[src/rtl/spin_pkg.sv]
// Shared types and constants for the spin ramp controller.
// SPIN_VIB_DERATE_EN enables target derating on vibration retries.
package spin_pkg;

  typedef enum logic [2:0] {
    S_IDLE,
    S_RAMP_UP,
    S_HOLD,
    S_RAMP_DOWN,
    S_REBALANCE,
    S_ERROR,
    S_DONE_PULSE
  } spin_state_e;

  typedef enum logic [1:0] {
    RSN_NORMAL,
    RSN_VIB,
    RSN_VIB_LIMIT
  } spin_reason_e;

  localparam int SPD_ZERO = 0;
  localparam int SPD_400  = 400;
  localparam int SPD_800  = 800;
  localparam int SPD_1200 = 1200;
  localparam int SPD_1400 = 1400;

  localparam int DERATE_STEP  = 200;
  localparam int DERATE_FLOOR = 400;

  // Never raises a target that already sits below the floor.
  function automatic int derate_target(input int t);
    if (t > DERATE_FLOOR + DERATE_STEP)
      return t - DERATE_STEP;
    else if (t > DERATE_FLOOR)
      return DERATE_FLOOR;
    else
      return t;
  endfunction

endpackage

[src/rtl/tick_prescaler.sv]
// Free-running divide-by-DIV tick generator.
// Synchronous clear restarts the count so the first tick lands DIV cycles later.
module tick_prescaler #(
  parameter int DIV = 5
) (
  input  logic clk,
  input  logic reset,
  input  logic clear,
  output logic tick
);

  localparam int CW = ($clog2(DIV) > 0) ? $clog2(DIV) : 1;

  logic [CW-1:0] count;

  assign tick = (count == CW'(DIV - 1));

  always_ff @(posedge clk) begin
    if (reset || clear || tick)
      count <= '0;
    else
      count <= count + 1'b1;
  end

endmodule

[src/rtl/spin_ramp_controller.sv]
// Drum speed ramp/hold/ramp-down sequencer with vibration rebalance and retry.
// Define SPIN_VIB_DERATE_EN to lower the target by 200 rpm (floor 400) per retry.
import spin_pkg::*;

module spin_ramp_controller #(
  parameter int SPEED_W     = 11,
  parameter int STEP        = 100,
  parameter int TICK_DIV    = 5,
  parameter int MAX_SPEED   = SPD_1400,
  parameter int REBAL_SPEED = 50,
  parameter int REBAL_TICKS = 10,
  parameter int MAX_RETRIES = 3
) (
  input  logic               clk,
  input  logic               reset,
  input  logic               start,
  input  logic               stop_spin,
  input  logic               abort,
  input  logic               clear_error,
  input  logic [SPEED_W-1:0] target_speed,
  input  logic               vibration_sensor,
  output logic [SPEED_W-1:0] drum_motor,
  output logic               busy,
  output logic               at_speed,
  output logic               done,
  output logic               vibration_error,
  output logic [1:0]         retry_count
);

  localparam int RC_W = $clog2(REBAL_TICKS + 1);

  localparam logic [SPEED_W:0]   STEP_X  = (SPEED_W+1)'(STEP);
  localparam logic [SPEED_W-1:0] STEP_S  = SPEED_W'(STEP);
  localparam logic [SPEED_W-1:0] MAX_S   = SPEED_W'(MAX_SPEED);
  localparam logic [SPEED_W-1:0] REBAL_S = SPEED_W'(REBAL_SPEED);
  localparam logic [SPEED_W-1:0] ZERO_S  = SPEED_W'(SPD_ZERO);
  localparam logic [1:0]         MAX_R   = 2'(MAX_RETRIES);
  localparam logic [RC_W-1:0]    RT_LAST = RC_W'(REBAL_TICKS - 1);

  spin_state_e         state, state_n;
  spin_reason_e        reason, reason_n;
  logic [SPEED_W-1:0]  motor, motor_n;
  logic [SPEED_W-1:0]  target, target_n;
  logic [1:0]          retry, retry_n;
  logic [RC_W-1:0]     rebal_cnt, rebal_cnt_n;
  logic                tick;

  logic [SPEED_W:0]    up_sum;
  logic [SPEED_W-1:0]  up_val;
  logic [SPEED_W-1:0]  dn_val;
  logic [SPEED_W-1:0]  lim_target;
  logic [SPEED_W-1:0]  derated;

  tick_prescaler #(
    .DIV (TICK_DIV)
  ) u_prescaler (
    .clk   (clk),
    .reset (reset),
    .clear (state_n != state),
    .tick  (tick)
  );

  // Wide add so the clamp sees the true sum near the top of range.
  assign up_sum     = {1'b0, motor} + STEP_X;
  assign up_val     = (up_sum >= {1'b0, target}) ? target : up_sum[SPEED_W-1:0];
  assign dn_val     = (motor > STEP_S) ? motor - STEP_S : ZERO_S;
  assign lim_target = (target_speed > MAX_S) ? MAX_S : target_speed;

`ifdef SPIN_VIB_DERATE_EN
  assign derated = SPEED_W'(derate_target(int'(target)));
`else
  assign derated = target;
`endif

  always_ff @(posedge clk) begin
    if (reset) begin
      state     <= S_IDLE;
      reason    <= RSN_NORMAL;
      motor     <= '0;
      target    <= '0;
      retry     <= '0;
      rebal_cnt <= '0;
    end else begin
      state     <= state_n;
      reason    <= reason_n;
      motor     <= motor_n;
      target    <= target_n;
      retry     <= retry_n;
      rebal_cnt <= rebal_cnt_n;
    end
  end

  always_comb begin
    state_n     = state;
    reason_n    = reason;
    motor_n     = motor;
    target_n    = target;
    retry_n     = retry;
    rebal_cnt_n = rebal_cnt;
    unique case (state)
      S_IDLE: begin
        if (start) begin
          target_n = lim_target;
          retry_n  = '0;
          reason_n = RSN_NORMAL;
          motor_n  = '0;
          state_n  = (lim_target == '0) ? S_DONE_PULSE : S_RAMP_UP;
        end
      end
      S_RAMP_UP, S_HOLD: begin
        if (abort) begin
          reason_n = RSN_NORMAL;
          state_n  = S_RAMP_DOWN;
        end else if (vibration_sensor) begin
          state_n = S_RAMP_DOWN;
          if (retry < MAX_R) begin
            retry_n  = retry + 2'd1;
            reason_n = RSN_VIB;
          end else begin
            reason_n = RSN_VIB_LIMIT;
          end
        end else if (state == S_HOLD) begin
          if (stop_spin) begin
            reason_n = RSN_NORMAL;
            state_n  = S_RAMP_DOWN;
          end
        end else if (tick) begin
          motor_n = up_val;
          if (up_val == target)
            state_n = S_HOLD;
        end
      end
      S_RAMP_DOWN: begin
        if (motor == '0) begin
          unique case (reason)
            RSN_VIB: begin
              motor_n     = REBAL_S;
              rebal_cnt_n = '0;
              state_n     = S_REBALANCE;
            end
            RSN_VIB_LIMIT: state_n = S_ERROR;
            default:       state_n = S_DONE_PULSE;
          endcase
        end else if (tick) begin
          motor_n = dn_val;
        end
      end
      S_REBALANCE: begin
        if (abort) begin
          motor_n  = '0;
          reason_n = RSN_NORMAL;
          state_n  = S_RAMP_DOWN;
        end else if (tick) begin
          if (rebal_cnt == RT_LAST) begin
            // Derate here so the motor never sits above the target.
            motor_n  = '0;
            target_n = derated;
            state_n  = S_RAMP_UP;
          end else begin
            rebal_cnt_n = rebal_cnt + 1'b1;
          end
        end
      end
      S_ERROR: begin
        motor_n = '0;
        if (clear_error)
          state_n = S_IDLE;
      end
      S_DONE_PULSE: state_n = S_IDLE;
      default:      state_n = S_IDLE;
    endcase
  end

  assign drum_motor      = motor;
  assign busy            = (state != S_IDLE) && (state != S_ERROR);
  assign at_speed        = (state == S_HOLD);
  assign done            = (state == S_DONE_PULSE);
  assign vibration_error = (state == S_ERROR);
  assign retry_count     = retry;

endmodule

[config.mk]
export PLATFORM = sky130hd
export DESIGN_NAME = spin_ramp_controller
export DESIGN_NICKNAME = d
export VERILOG_FILES = /design/src/rtl/spin_pkg.sv /design/src/rtl/tick_prescaler.sv /design/src/rtl/spin_ramp_controller.sv
export SDC_FILE = /design/constraint.sdc
export NUM_CORES = 1
export LEC_CHECK = 0
export CORE_ASPECT_RATIO = 0.7
export CORE_MARGIN = 4
export CORE_UTILIZATION = 25
export CTS_BUF_LIST = sky130_fd_sc_hd__clkbuf_16
export DETAILED_ROUTE_END_ITERATION = 8
export MAX_ROUTING_LAYER = met4
export PLACE_DENSITY = 0.45
export SETUP_SLACK_MARGIN = 0.4
export SLEW_MARGIN = 20
export SYNTH_ARGS = -nofsm -noshare
export SYNTH_HDL_FRONTEND = slang
export SYNTH_SLANG_ARGS = --single-unit
export TNS_END_PERCENT = 5
[constraint.sdc]
create_clock -name clk -period 3.04 [get_ports clk]
set_input_delay 0.608 -clock clk [delete_from_list [all_inputs] [get_ports clk]]
set_output_delay 0.608 -clock clk [all_outputs]
set_load 0.02 [all_outputs]
==> reports/metrics.yaml <==
worst_setup_path:
  critPathKind: "reg2reg"
  startpoint_type: "flip-flop"
  end_kind: "flip-flop"
  path_max_fanout: 6
  r2r_start: "drum_motor[3]$_SDFFE_PP0P_"
  ff2ff_path_depth: 12
  reg2reg_to: "drum_motor[4]$_SDFFE_PP0P_"
  arrival_ns: 2.86
  worst-endpoint-required_ns: 3.20
  rrSetupSlack_ns: 0.34
routing:
  antenna_left: 0
  routed_wl_mm: 10.2
  num_vias: 3114
  route.detailed.drc: 0
  post_drt_wl_per_cell_um: 16.9
  drt-initial-drc-count: 216
  dr.pass1.iters: 5
  vias_per_cell: 5.16
clocking:
  cts.sink_count: 36
  clock_tree.root_cell: "clkbuf_16"
  ctsHtreeMaxLevel: 2
  clkLatencyLatePin_ns: 0.28
  clk_pin_slew_worst_paths_ns: 0.06
  cts_max_path_buffers: 2
  cts_hold_buf: 0
  cts_inserted_buffers: 5
  cts_tree: "done"
floorplanning:
  start_util_pct: 26.2
  core-area_um2: 11300
  fp.dieH_um: 98.9
  die_w_um: 138
  io_pins: 35
  rows: 32
  die_area_um2: 13600
hold_path:
  min_path_type: "reg2reg"
  min_from: "u_prescaler.count[0]$_SDFF_PP0_"
  worstHoldPathCells: 1
  worstHoldEndpoint: "u_prescaler.count[0]$_SDFF_PP0_"
pwr:
  p_sw_mw: 1.04
  peakVddDrop_uv: 274
  pwr_density_cell_nw_per_um2: 640
  power.share.clock_pct: 23.2
  pwr-share-seq_pct: 23.0
  p_int_mw: 1.54
  p_leak_nw: 1.55
  p_comb_share_pct: 53.8
  swShare_pct: 40.4
timing:
  grt_setup_unrepaired: "true"
  finalSetupViolations: 0
  tightest_slew_ns: 0.514
  period_share_pct: 88.8
  clock_skew_ns: 0.00444
  hold_viol_final: 0
  slew_headroom_pct: 65.6
  max_freq_mhz: 371
  drv_slew: 0
  tns_ns: 0
  fin_crit_ns: 2.70
place:
  port_buffers: 34
  place.gp.congestion: 0.958
  hpwl_mm: 7.97
  dp_cells: 582
finish:
  stdcell_count: 603
  final_layout_size_suffix_gt1_share_pct: 20.4
  fin_nets: 489
  syn_to_final_growth_pct: 36.5
  n_antenna_cell: 0
logic_synthesis:
  yosys_warnings: 0
  synthArstFlopShare_pct: 0
  synth_area_um2: 2950
  synth-seq-area-share_pct: 24.4
  ys.flop_type: "dfxtp_1"
  synth.most_common_cell: "nor2_1"
  ys_ff_latch: 36
  synthTopCellsByArea: "dfxtp_1, ha_1, nor2_1"
  synth-edff-count: 0
  synth_cells: 383
  synth_common_cells: "nor2_1, dfxtp_1, inv_1"
  yosysTopAreaCell: "dfxtp_1"
  yosysTopAreaCellShare_pct: 24.4
  syn-num-nets: 423
  ys_types: 66
  postSynthAreaPerCell_um2: 7.70
global_route:
  grt_max_degree: 29
  grt_pass1_wl_mm: 16.0
  grt_pass1_vias: 2800
  antenna_found_initial: 0
  track_usage_pct: 15.6
  grt_overflow_total: 0
job:
  max-cap-violations: 0
outcome:
  status: "complete, no violations"
[routing by layer]
| metal | GRT usage, % | wire length (um) | up-vias |
|---|---|---|---|
| met4 | 3.11 | 86 | 0 |
| met5 | - | 0 | - |
| met1 | 26.0 | 5740 | 1472 |
| met3 | 3.32 | 692 | 10 |
| li1 | - | - | 1510 |
| met2 | 18.1 | 3670 | 122 |
[timing repair]
item | 4_1_cts | 5_1_grt
resized for setup | 10 | 13
setup buffers | 12 | 1
pin swaps | 12 | 10
setup endpoints to repair | 13 | 14
[logic make-up after synthesis]
logic type,synth area share (%)
adders and majority gates,9.33
AOI/OAI and AO/OA,23.7
muxes,1.78
DFF,24.4
buffers and inverters,6.74
and+or+nand+nor,26.2
xor gates and xnor gates,7.80
[state kept, by name, indices dropped and copies added, names as in the netlist]
| name | count |
|---|---|
| drum_motor | 11 |
| u_prescaler.count | 3 |
| reason | 2 |
| state | 3 |
| derated | 11 |
| retry_count | 2 |
| rebal_cnt | 4 |
[per-stage QoR]
step / util (%) / worst slack, ns / total power, mW / hold slack (ns) / area (um^2)
2_1_floorplan: - / 0.341 / 1.37 / 0.417 / 3000
3_3_place_gp: 32.5 / 0.0623 / 1.81 / 0.432 / 3660
3_5_place_dp: 32.5 / 0.0872 / 1.81 / 0.437 / 3660
4_1_cts: 35.2 / 0.299 / 2.50 / 0.451 / 3960
5_1_grt: 35.8 / 0.168 / 2.75 / 0.473 / 4030
6_report: 35.8 / 0.342 / 2.58 / 0.446 / 4030
[power by group through the flow]
stage | sequential [mW] | combinational (mW) | clock (mW)
2_1_floorplan | 0.598 | 0.776 | 0
3_3_place_gp | 0.599 | 1.21 | 0
3_5_place_dp | 0.601 | 1.21 | 0
4_1_cts | 0.594 | 1.29 | 0.614
5_1_grt | 0.603 | 1.51 | 0.640
6_report | 0.594 | 1.39 | 0.599
[layout make-up]
class	instances	area [um^2]
Tap cell	153	191
Fill cell	1160	7220
Clock inverter	3	41.3
Sequential cell	36	732
Clock buffer	5	125
Timing Repair Buffer	78	674
Inverter	27	101
Multi-Input combinational cell	301	2160
[layout by cell type (no fill, tap or decap), drive strengths merged, types with 4 or more instances in the layout]
cell / synthesis / routed
nand4: 5 / 5
nor3: 16 / 16
buf: 10 / 44
nor4: 7 / 7
a22oi: 6 / 6
and3: 4 / 4
a21o: 4 / 4
clkbuf: 9 / 5
nor2b: 5 / 5
ha: 22 / 22
dfxtp: 36 / 36
a21oi: 23 / 23
nand2: 21 / 21
o21ai: 16 / 16
nand3: 16 / 16
xnor2: 12 / 12
clkdlybuf4s50: 0 / 34
nor2: 49 / 49
inv: 27 / 28
a211oi: 11 / 11
or3: 6 / 6
nand2b: 7 / 7
xor2: 10 / 10
[worst max path at each step]
stage,start,depth (start not counted),endpoint
after floorplan,drum_motor[3]$_SDFFE_PP0P_,13,drum_motor[4]$_SDFFE_PP0P_
after global placement,drum_motor[2]$_SDFFE_PP0P_,12,drum_motor[6]$_SDFFE_PP0P_
after detailed placement,drum_motor[2]$_SDFFE_PP0P_,12,drum_motor[4]$_SDFFE_PP0P_
after CTS,drum_motor[3]$_SDFFE_PP0P_,12,drum_motor[4]$_SDFFE_PP0P_
after global routing,drum_motor[2]$_SDFFE_PP0P_,11,drum_motor[4]$_SDFFE_PP0P_
final,drum_motor[3]$_SDFFE_PP0P_,12,drum_motor[4]$_SDFFE_PP0P_
[worst max-delay path, stage by stage, from the launching register on]
cell and delay (ns):
dfxtp_4 0.37, ha_4 0.17, a211oi_4 0.22, nor3b_2 0.09
xor2_2 0.19, ha_1 0.31, nand3_2 0.11, o22ai_1 0.11
nor3_2 0.20, o21a_2 0.24, mux2_4 0.32, a211oi_2 0.17
o31ai_1 0.08
(Power assumes the default switching activity.)
